$ cat src/rtl/regfile_read_arbiter.sv
// rtl/regfile_read_arbiter.sv - round-robin arbiter sharing one register-file read port
module regfile_read_arbiter #(
    parameter int NUM_REQ = 4,
    parameter int ADDR_W  = 5,
    parameter int DATA_W  = 32,
    localparam int ID_W   = $clog2(NUM_REQ)
) (
    input  logic                      clk,
    input  logic                      reset,
    input  logic [NUM_REQ-1:0]        req,
    input  logic [NUM_REQ*ADDR_W-1:0] req_addr,
    input  logic                      port_busy,
    output logic [NUM_REQ-1:0]        gnt,
    output logic [ADDR_W-1:0]         mux_sel,
    input  logic [DATA_W-1:0]         mux_data,
    output logic [DATA_W-1:0]         rdata,
    output logic                      rdata_valid,
    output logic [ID_W-1:0]           rdata_id
);

    logic [ID_W-1:0] ptr;
    logic [ID_W-1:0] winner;
    logic            found;
    logic            grant_en;
    logic [ID_W-1:0] ptr_next;

    // Scan from ptr upward, wrapping at NUM_REQ so non-power-of-2 counts never index past the last requester.
    always_comb begin
        logic [ID_W-1:0] cand;
        found  = 1'b0;
        winner = '0;
        cand   = '0;
        for (int k = 0; k < NUM_REQ; k++) begin
            cand = ID_W'((int'(ptr) + k) % NUM_REQ);
            if (!found && req[cand]) begin
                found  = 1'b1;
                winner = cand;
            end
        end
    end

    assign grant_en = found && !reset && !port_busy;

    always_comb begin
        gnt     = '0;
        mux_sel = '0;
        if (grant_en) begin
            gnt     = NUM_REQ'(1) << winner;
            mux_sel = req_addr[int'(winner)*ADDR_W +: ADDR_W];
        end
    end

    assign ptr_next = (winner == ID_W'(NUM_REQ - 1)) ? '0 : winner + ID_W'(1);

    always_ff @(posedge clk) begin
        if (reset) begin
            ptr         <= '0;
            rdata       <= '0;
            rdata_id    <= '0;
            rdata_valid <= 1'b0;
        end else if (grant_en) begin
            ptr         <= ptr_next;
            rdata       <= mux_data;
            rdata_id    <= winner;
            rdata_valid <= 1'b1;
        end else begin
            rdata_valid <= 1'b0;
        end
    end

    a_gnt_onehot : assert property (@(posedge clk) $onehot0(gnt));
    a_gnt_has_req : assert property (@(posedge clk) (gnt & ~req) == '0);
    a_ptr_range : assert property (@(posedge clk) disable iff (reset) int'(ptr) < NUM_REQ);

endmodule

$ cat config.mk
export PLATFORM = sky130hd
export DESIGN_NAME = regfile_read_arbiter
export DESIGN_NICKNAME = d
export VERILOG_FILES = /design/src/rtl/regfile_read_arbiter.sv
export SDC_FILE = /design/constraint.sdc
export NUM_CORES = 1
export LEC_CHECK = 0
export CORE_ASPECT_RATIO = 0.7
export CORE_UTILIZATION = 34
export CTS_BUF_LIST = sky130_fd_sc_hd__clkbuf_4 sky130_fd_sc_hd__clkbuf_8
export DETAILED_ROUTE_END_ITERATION = 16
export PLACE_DENSITY_LB_ADDON = 0.12
export SYNTH_ARGS = -nofsm -noshare
export SYNTH_HDL_FRONTEND = slang
export SYNTH_SLANG_ARGS = --single-unit
$ cat constraint.sdc
create_clock -name clk -period 1.5 [get_ports clk]
set_input_delay 0.15 -clock clk [delete_from_list [all_inputs] [get_ports clk]]
set_output_delay 0.15 -clock clk [all_outputs]
set_load 0.05 [all_outputs]
## After elaboration in Yosys (flattened, before gate mapping)

Index checks and enable logic that the tools add are counted.

| operators by class | value |
|---|---|
| order comparisons | 4 |
| add/sub/neg operators | 4 |
| reduce and logical (&&, ||, !) cells | 10 |
| shift operators | 2 |
| mux-type cells | 20 |
| multipliers | 1 |
| equality and inequality tests | 1 |

Operators by type and width:

| operator | count |
|---|---|
| $shiftx A20 B6 Y5 | 1 |
| $lt A2 B3 Y1 const B | 4 |
| $mux W2 | 5 |
| $mux W1 | 9 |
| $bmux W1 S2 | 4 |
| $logic_and A1 B1 Y1 | 5 |
| $logic_not A1 Y1 | 5 |
| $mul A2 B3 Y5 const B | 1 |
| $mux W5 | 1 |
| $add A2 B1 Y2 const B | 2 |
| $add A2 B2 Y2 const B | 2 |
| $mux W4 | 1 |
| $shl A1 B2 Y4 const A | 1 |
| $eq A2 B2 Y1 const B | 1 |

| storage, ports and cells | value |
|---|---|
| output and inout port bits | 44 |
| input port bits | 59 |
| bits in registers | 37 |
| logic and storage cells | 46 |

## Logic depth before layout (Yosys ltp)

Gate-level depths: netlist (run 1).

| logic depth | value |
|---|---|
| depth after elaboration | 15 |
| depth in mapped cells | 9 |
| depth with buffers taken out | 7 |

## Worst setup path after synthesis (run 1)

Ideal clock, no wire load.

| timing | value |
|---|---|
| path kind | register -> output |
| start | reg ptr[1] |
| end | out mux_sel[0] |
| data required time | 1.350 ns |
| data arrival time | 1.878 ns |
| path buffers | 2 |
| path slack | -0.528 ns |
| cell stages (with the launch flop) | 7 |
| path through | dfxtp_1 > a21oi_1 > o32a_1 > buf_6 > buf_8 > mux2i_1 > o22ai_1 |

| on the way | value |
|---|---|
| cells in the longest elaborated chain, start to end | 15 |

RTL lines:

| item | line | source |
|---|---|---|
| from (decl) | 21 | `logic [ID_W-1:0] ptr;` |
| from (signal assigned) | 62 | `ptr <= ptr_next;` |
| branches (longest 14 deep; another with $mul A2 B3 Y5) | - |  |
| $mux W5 * | 47 | `if (grant_en) begin` |
| to (decl) | 14 | `output logic [ADDR_W-1:0] mux_sel,` |

Mark *: on every way between the ends. The select of a mux whose other input is x is not followed.

## Worst setup path in the final report (run 1)

| timing | value |
|---|---|
| start | reg ptr[1] |
| end | out mux_sel[1] |

The elaborated chain is that of the path after synthesis.

==> results of run 1 <==
kinds of logic after synthesis:
group	count (synthesis)
flip-flops	37
multiplexers	10
AND/OR/NAND/NOR	84
AO/OA/AOI/OAI	48
adder cells (fa/ha/maj)	1
buffers and inverters	16
per-layer routing:
metal,part of all wire [%],track usage [%]
met4,0.72,5.085
met1,46,24.43
met2,47,33.10
met5,0,0
met3,5.9,5.939
path summary, 6_finish.rpt:
path / endpoint / slack (ns) / cells after the start
setup / recovery: mux_sel[1] / -0.44 / 6
hold / removal: rdata[8] / 0.42 / 3
setup reg to reg: ptr[0] / -0.04 / 7
hold reg to reg: rdata[4] / 0.46 / 2
worst register-to-register path, cell delays in order (launching register included):
cell and delay [ns]:
dfxtp_2 0.36, a21oi_2 0.06, o32a_1 0.38, buf_6 0.18, ha_4 0.17, a31oi_1 0.14, a21oi_1 0.09, nor2_1 0.10
stage by stage:
| step | total power, mW | setup slack [ns] |
|---|---|---|
| floorplan | 1.747 | -0.08070 |
| global placement | 2.174 | -0.5217 |
| detailed placement | 2.183 | -0.5881 |
| CTS | 2.993 | -0.4557 |
| global route | 3.131 | -0.5372 |
| finish | 2.978 | -0.4431 |
timing repair:
action / in CTS / in global routing
endpoints found under the setup margin: 19 / 11
gates resized for setup: 33 / 2
hold buffers: 0 / 0
gates cloned: 0 / 0
pin swaps: 5 / 4
setup buffers: 2 / 0
layout make-up:
cell class / count / area (µm²) / share of cell area, %
repair buffers: 119 / 1161 / 37.48
inverters: 2 / 7.507 / 0.2423
multi-input cells: 143 / 1027 / 33.16
well taps: 55 / 68.82 / 2.221
clock buffers: 7 / 90.09 / 2.908
flip-flops and latches: 37 / 743.2 / 23.99
placed cells by master (no fill, tap or decap), drive strengths merged:
master / synthesis / layout
buf: 8 / 61
clkdlybuf4s50: 0 / 54
nand2b: 38 / 38
dfxtp: 37 / 37
o21ai: 36 / 36
nand2: 35 / 35
mux2i: 10 / 10
clkbuf: 6 / 7
o22ai: 5 / 5
nor2: 5 / 5
dlygate4sd2: 0 / 4
a21oi: 3 / 3
inv: 2 / 2
nor2b: 2 / 2
a21o: 1 / 1
o211a: 1 / 1
o32a: 1 / 1
nor4: 1 / 1
nor3: 1 / 1
and2: 1 / 1
or3: 1 / 1
a31oi: 1 / 1
ha: 1 / 1
registers in the layout (all words and copies together), names as in the netlist:
signal / count
rdata_valid: 1
rdata: 32
ptr: 2
rdata_id: 2
power by group through the flow:
stage / clock network, mW / logic [mW] / registers (mW)
3_5_place_dp: 0 / 1.06 / 1.12
2_1_floorplan: 0 / 0.383 / 1.36
4_1_cts: 0.719 / 1.17 / 1.10
3_3_place_gp: 0 / 1.05 / 1.12
6_report: 0.697 / 1.18 / 1.10
5_1_grt: 0.776 / 1.24 / 1.12
==> flow_summary.json, run 1 <==
{
  "synth_compound_area_share_pct": 16.00,
  "synthDominantCellAreaShare_pct": 45.54,
  "r2r_start": "ptr[1]",
  "max-cap-violations": 0,
  "hold_viol": 0,
  "crit_path_max_fanout": 6,
  "critPathRequiredTime_ns": 1.35,
  "worstSetupPathType": "reg -> out",
  "cp.arrival_ns": 1.79,
  "clk_latency_ns": 0.27,
  "place_hpwl_mm": 3.472,
  "drt-initial-drc-count": 36,
  "p_int_mw": 1.988,
  "hp-class": "in -> reg",
  "path_delay_family": "compound AO/OA/AOI/OAI gates",
  "synthArstFlopShare_pct": 0,
  "setup-tns-final_ns": -3.332,
  "synth_area_leaders": "dfxtp_1 46%, nand2b_1 15%, o21ai_0 9.2%",
  "finalMaxSlewViolations": 0,
  "start_util_pct": 36.52,
  "crit_chain": "a21oi_2 > o32a_1 > buf_6 > mux2i_4 > o22ai_4 > buf_12",
  "synth-xor-area-share_pct": 0,
  "cts_buffers": 5,
  "synth-edff-count": 0,
  "leakagePower_nw": 1.232,
  "io_buffer_count": 102,
  "grt_overflow": 0,
  "n_antenna_cell": 0,
  "drive_gt1_share_pct": 31.82,
  "cts_buffer_depth": 2,
  "boundaryPins": 103,
  "die_w_um": 84.67,
  "cp-startpoint": "ptr[1]",
  "postLayoutCoreUtil_pct": 69.55,
  "ant_nets": 0,
  "postLayoutCellArea_um2": 3098,
  "end_kind": "output port",
  "yosysWarnings": 0,
  "grt_max_degree": 37,
  "pwr-share-clk_pct": 23.4,
  "gr-usage-all-layers_pct": 19.45,
  "synthFlopType": "dfxtp_1",
  "swShare_pct": 33.23,
  "cts_sinks": 37,
  "routed_wl_mm": 4.732,
  "min_from": "mux_data[8]",
  "place_area_um2": 2860,
  "run_status": "finished with violations",
  "cts-root-buf": "clkbuf_8",
  "fmaxAchievable_ghz": 0.5146,
  "worst_slack_ns": -0.4431,
  "vdd_drop_max_uv": 638.3,
  "clk_pin_slew_worst_paths_ns": 0.07,
  "synthTopCellsByCount": "38 x nand2b_1, 37 x dfxtp_1, 35 x nand2_1",
  "first_pass_iters": 6,
  "power.share.combinational_pct": 39.5,
  "syn_avg_cell_area_um2": 8.299,
  "power.net_switching_uw": 989.4,
  "dieArea_um2": 5069,
  "wl_per_cell_um": 13.04,
  "rsz0062_at_grt": "true",
  "placedCellCount": 354,
  "fin_cells": 363,
  "slew-limit-headroom_pct": 77.34,
  "critPathBufInv": 2,
  "fillers": 365,
  "vias_per_cell": 4.573,
  "fin_crit_sh_pct": 129.5,
  "worstMarginPinSlew_ns": 0.3369,
  "yosys_register_bits": 37,
  "synthSimpleGateAreaFrac_pct": 26.08,
  "syn_inst": 196,
  "synth_nets": 256,
  "cts_tree": "yes",
  "fin_skew_ns": 0.001578,
  "rows": 20,
  "synth_most_common_cell": "nand2b_1",
  "vias": 1660,
  "whs_ns": 0.4156,
  "grt_pass1_vias": 1616,
  "setup_viol": 10,
  "antenna_found_initial": 0,
  "synth_top_family_by_area": "simple AND/OR/NAND/NOR gates",
  "synth_fa_ha_area_share_pct": 0.7692,
  "drc": 0,
  "seq_area_frac_synth_pct": 45.54,
  "core_um2": 4454,
  "place_congestion": 0.7082,
  "syn-cell-area_um2": 1627,
  "p_per_area_nw_per_um2": 961.1,
  "p_seq_share_pct": 37.1,
  "cp-start-kind": "flop",
  "synth.distinct_cells": 25,
  "fin_nets": 368,
  "die_height_um": 59.87,
  "violations": "negative setup slack",
  "synth_mux_area_share_pct": 6.154,
  "area_delta_synth_final_pct": 90.46,
  "layout_min_cycle_time_ns": 1.943,
  "slowest_stage": "o32a_1",
  "cts_max_level": 2,
  "cpPeakStageDelay_ns": 0.38,
  "yosysTopAreaCell": "dfxtp_1",
  "grt_pass1_wl_mm": 7.610
}
Power figures use the tool's default switching activity.
==> inputs of run 2 (changes only) <==
--- a/config.mk
+++ b/config.mk
@@ -5,6 +5,7 @@
 export SDC_FILE = /design/constraint.sdc
 export NUM_CORES = 1
 export LEC_CHECK = 0
+export CAP_MARGIN = 40
 export CORE_ASPECT_RATIO = 0.7
 export CORE_UTILIZATION = 34
 export CTS_BUF_LIST = sky130_fd_sc_hd__clkbuf_4 sky130_fd_sc_hd__clkbuf_8
==> results of run 2 <==
The final DEF is identical to that of run 1; final timing and power are the same.
==> inputs of run 3 (changes only) <==
--- a/config.mk
+++ b/config.mk
@@ -5,12 +5,14 @@
 export SDC_FILE = /design/constraint.sdc
 export NUM_CORES = 1
 export LEC_CHECK = 0
+export ABC_AREA = 1
 export CAP_MARGIN = 40
 export CORE_ASPECT_RATIO = 0.7
 export CORE_UTILIZATION = 34
 export CTS_BUF_LIST = sky130_fd_sc_hd__clkbuf_4 sky130_fd_sc_hd__clkbuf_8
 export DETAILED_ROUTE_END_ITERATION = 16
 export PLACE_DENSITY_LB_ADDON = 0.12
+export SKIP_LAST_GASP = 1
 export SYNTH_ARGS = -nofsm -noshare
 export SYNTH_HDL_FRONTEND = slang
 export SYNTH_SLANG_ARGS = --single-unit
==> flow_summary.json, run 3 <==
{
  "run_status": "finished with violations",
  "violations": "negative setup slack",
  "grt_pass1_wl_mm": 9.114,
  "antenna_found_initial": 0,
  "place_area_um2": 3383,
  "slew-limit-headroom_pct": 60.18,
  "leakagePower_nw": 1.892,
  "vdd_drop_max_uv": 558.1,
  "boundaryPins": 103,
  "clk_latency_ns": 0.29,
  "start_util_pct": 35.27,
  "rows": 23,
  "synthArstFlopShare_pct": 0,
  "synthFlopType": "dfxtp_1",
  "grt_overflow": 0,
  "drive_gt1_share_pct": 63.94,
  "place_congestion": 0.7907,
  "largest-register": "rdata",
  "rsz0062_at_grt": "true",
  "syn-cell-area_um2": 2009,
  "fin_nets": 475,
  "worstMarginPinSlew_ns": 0.5973,
  "setup_viol": 46,
  "vias": 2267,
  "fin_skew_ns": 0.008538,
  "largest_reg_flops": 32,
  "place_hpwl_mm": 4.080,
  "final_common_cell": "buf_4",
  "crit_path_max_fanout": 6,
  "synth_area_leaders": "dfxtp_1 37%, nand2_1 19%, nand2_2 9.3%",
  "gr-usage-all-layers_pct": 18.93,
  "p_per_area_nw_per_um2": 966.4,
  "yosys_register_bits": 37,
  "fmaxAchievable_ghz": 0.4554,
  "worstSetupPathType": "reg -> out",
  "postLayoutCellArea_um2": 4328,
  "area_delta_synth_final_pct": 115.4,
  "synth_nets": 337,
  "cts_tree": "yes",
  "die_height_um": 66.32,
  "critPathRequiredTime_ns": 1.35,
  "cp.arrival_ns": 2.05,
  "vias_per_cell": 4.617,
  "ant_nets": 0,
  "cts_sinks": 37,
  "io_buffer_count": 102,
  "core_um2": 5698,
  "hold_viol": 0,
  "layout_common_cells": "58 x buf_4, 57 x clkdlybuf4s50_1, 55 x nand2_2",
  "cts_max_level": 2,
  "top_regs": "rdata (32), ptr (2), rdata_id (2)",
  "yosysWarnings": 0,
  "yosysTopAreaCell": "dfxtp_1",
  "syn_avg_cell_area_um2": 7.254,
  "clk_pin_slew_worst_paths_ns": 0.08,
  "drt-initial-drc-count": 36,
  "max-cap-violations": 0,
  "grt_max_degree": 37,
  "synth_most_common_cell": "nand2_1",
  "worst_slack_ns": -0.6959,
  "finalMaxSlewViolations": 0,
  "fillers": 405,
  "synth.distinct_cells": 25,
  "fin_crit_sh_pct": 146.4,
  "cts-root-buf": "clkbuf_8",
  "dieArea_um2": 6226,
  "cp-start-kind": "flop",
  "cts_buffers": 5,
  "routed_wl_mm": 6.534,
  "first_pass_iters": 4,
  "synth-edff-count": 0,
  "die_w_um": 93.89,
  "drc": 0,
  "n_antenna_cell": 0,
  "syn_inst": 277,
  "grt_pass1_vias": 1935,
  "hp-class": "in -> reg",
  "wl_per_cell_um": 13.31,
  "cts_buffer_depth": 2,
  "cts_hold_buffers": 0,
  "seq_area_frac_synth_pct": 36.86,
  "layout_min_cycle_time_ns": 2.196,
  "postLayoutCoreUtil_pct": 75.96,
  "synthDominantCellAreaShare_pct": 36.86,
  "synthTopCellsByCount": "101 x nand2_1, 37 x dfxtp_1, 30 x nand2_2",
  "setup-tns-final_ns": -19.91,
  "end_kind": "output port"
}
## run 3: cell types whose count changed after synthesis, moves of 4 or more
cell | before | now
nand2_1 | 35 | 101
nand2b_1 | 38 | 0
nand2_2 | 0 | 30
o21ai_0 | 30 | 5
a21oi_2 | 0 | 20
inv_1 | 2 | 20
a21oi_1 | 3 | 14
mux2i_1 | 10 | 0
nand3_1 | 0 | 6
o22ai_1 | 5 | 0
buf_6 | 1 | 5
nor2_1 | 5 | 9
## run 3: power breakdown
| group | leakage (nW) | switching, mW | internal [mW] |
|---|---|---|---|
| Clock | 0.0484 | 0.353 | 0.340 |
| Sequential | 0.304 | 0.0623 | 1.05 |
| Combinational | 1.54 | 1.28 | 1.10 |
## run 3: final cells by class
cell class	instances	area, µm²	area share (%)
timing repair buffer	145	1592	36.77
inverter	23	113.9	2.631
clock buffer	6	76.32	1.764
clock inverter	2	10.01	0.2313
multi-input combinational	203	1694	39.14
sequential	37	748.2	17.29
tap	75	93.84	2.168
## run 3: final timing paths
kind,start,endpoint,slack [ns],depth (start not counted)
worst max-delay path,ptr[0],mux_sel[4],-0.70,12
worst min register to register,rdata[13],rdata[13],0.47,2
worst max register to register,ptr[0],rdata[20],-0.42,13
worst min-delay path,mux_data[25],rdata[25],0.41,3
## run 3: cells by family after synthesis
group                    after synthesis  share of synthesized area [%]
AO/OA/AOI/OAI                         45                          15.07
AND/OR/NAND/NOR                      157                          36.74
adder cells (fa/ha/maj)                1                         0.6226
flip-flops                            37                          36.86
buffers and inverters                 37                          10.71
## run 3: critical path, stage by stage, from the launching register on
cell     delay (ns)
dfxtp_4        0.40
buf_12         0.15
nand2_8        0.06
nand3_4        0.10
nand2_4        0.06
nor2_4         0.15
nand4_1        0.16
nand2_4        0.14
inv_6          0.05
nor2_4         0.15
nand2_2        0.09
o21ai_4        0.08
buf_12         0.15
## run 3: per-layer routing
layer | vias to the layer above | GRT usage (%) | part of all wire, %
met5 | - | 0 | 0
met4 | 0 | 4.615 | 0.96
met3 | 10 | 6.092 | 7.1
met2 | 67 | 29.29 | 47
met1 | 1044 | 25.36 | 45
li1 | 1146 | - | -
## run 3: repair_timing
| action | in CTS | in global routing |
|---|---|---|
| hold endpoints to repair | 0 | 0 |
| cloned | 2 | 4 |
| gates resized for setup | 48 | 120 |
| buffers inserted | 8 | 7 |
| pin swaps | 20 | 42 |
| setup endpoints to repair | 46 | 46 |
## run 3: per-stage QoR
step	power, mW	std cells	setup WS (ns)	hold WS, ns
CTS	3.806	482	-0.7027	0.3982
finish	4.182	491	-0.6959	0.4099
detailed placement	2.905	464	-0.6107	0.4580
global placement	2.891	464	-0.5833	0.4525
global route	4.382	491	-0.7964	0.4206
floorplan	2.235	277	-0.2680	0.2927
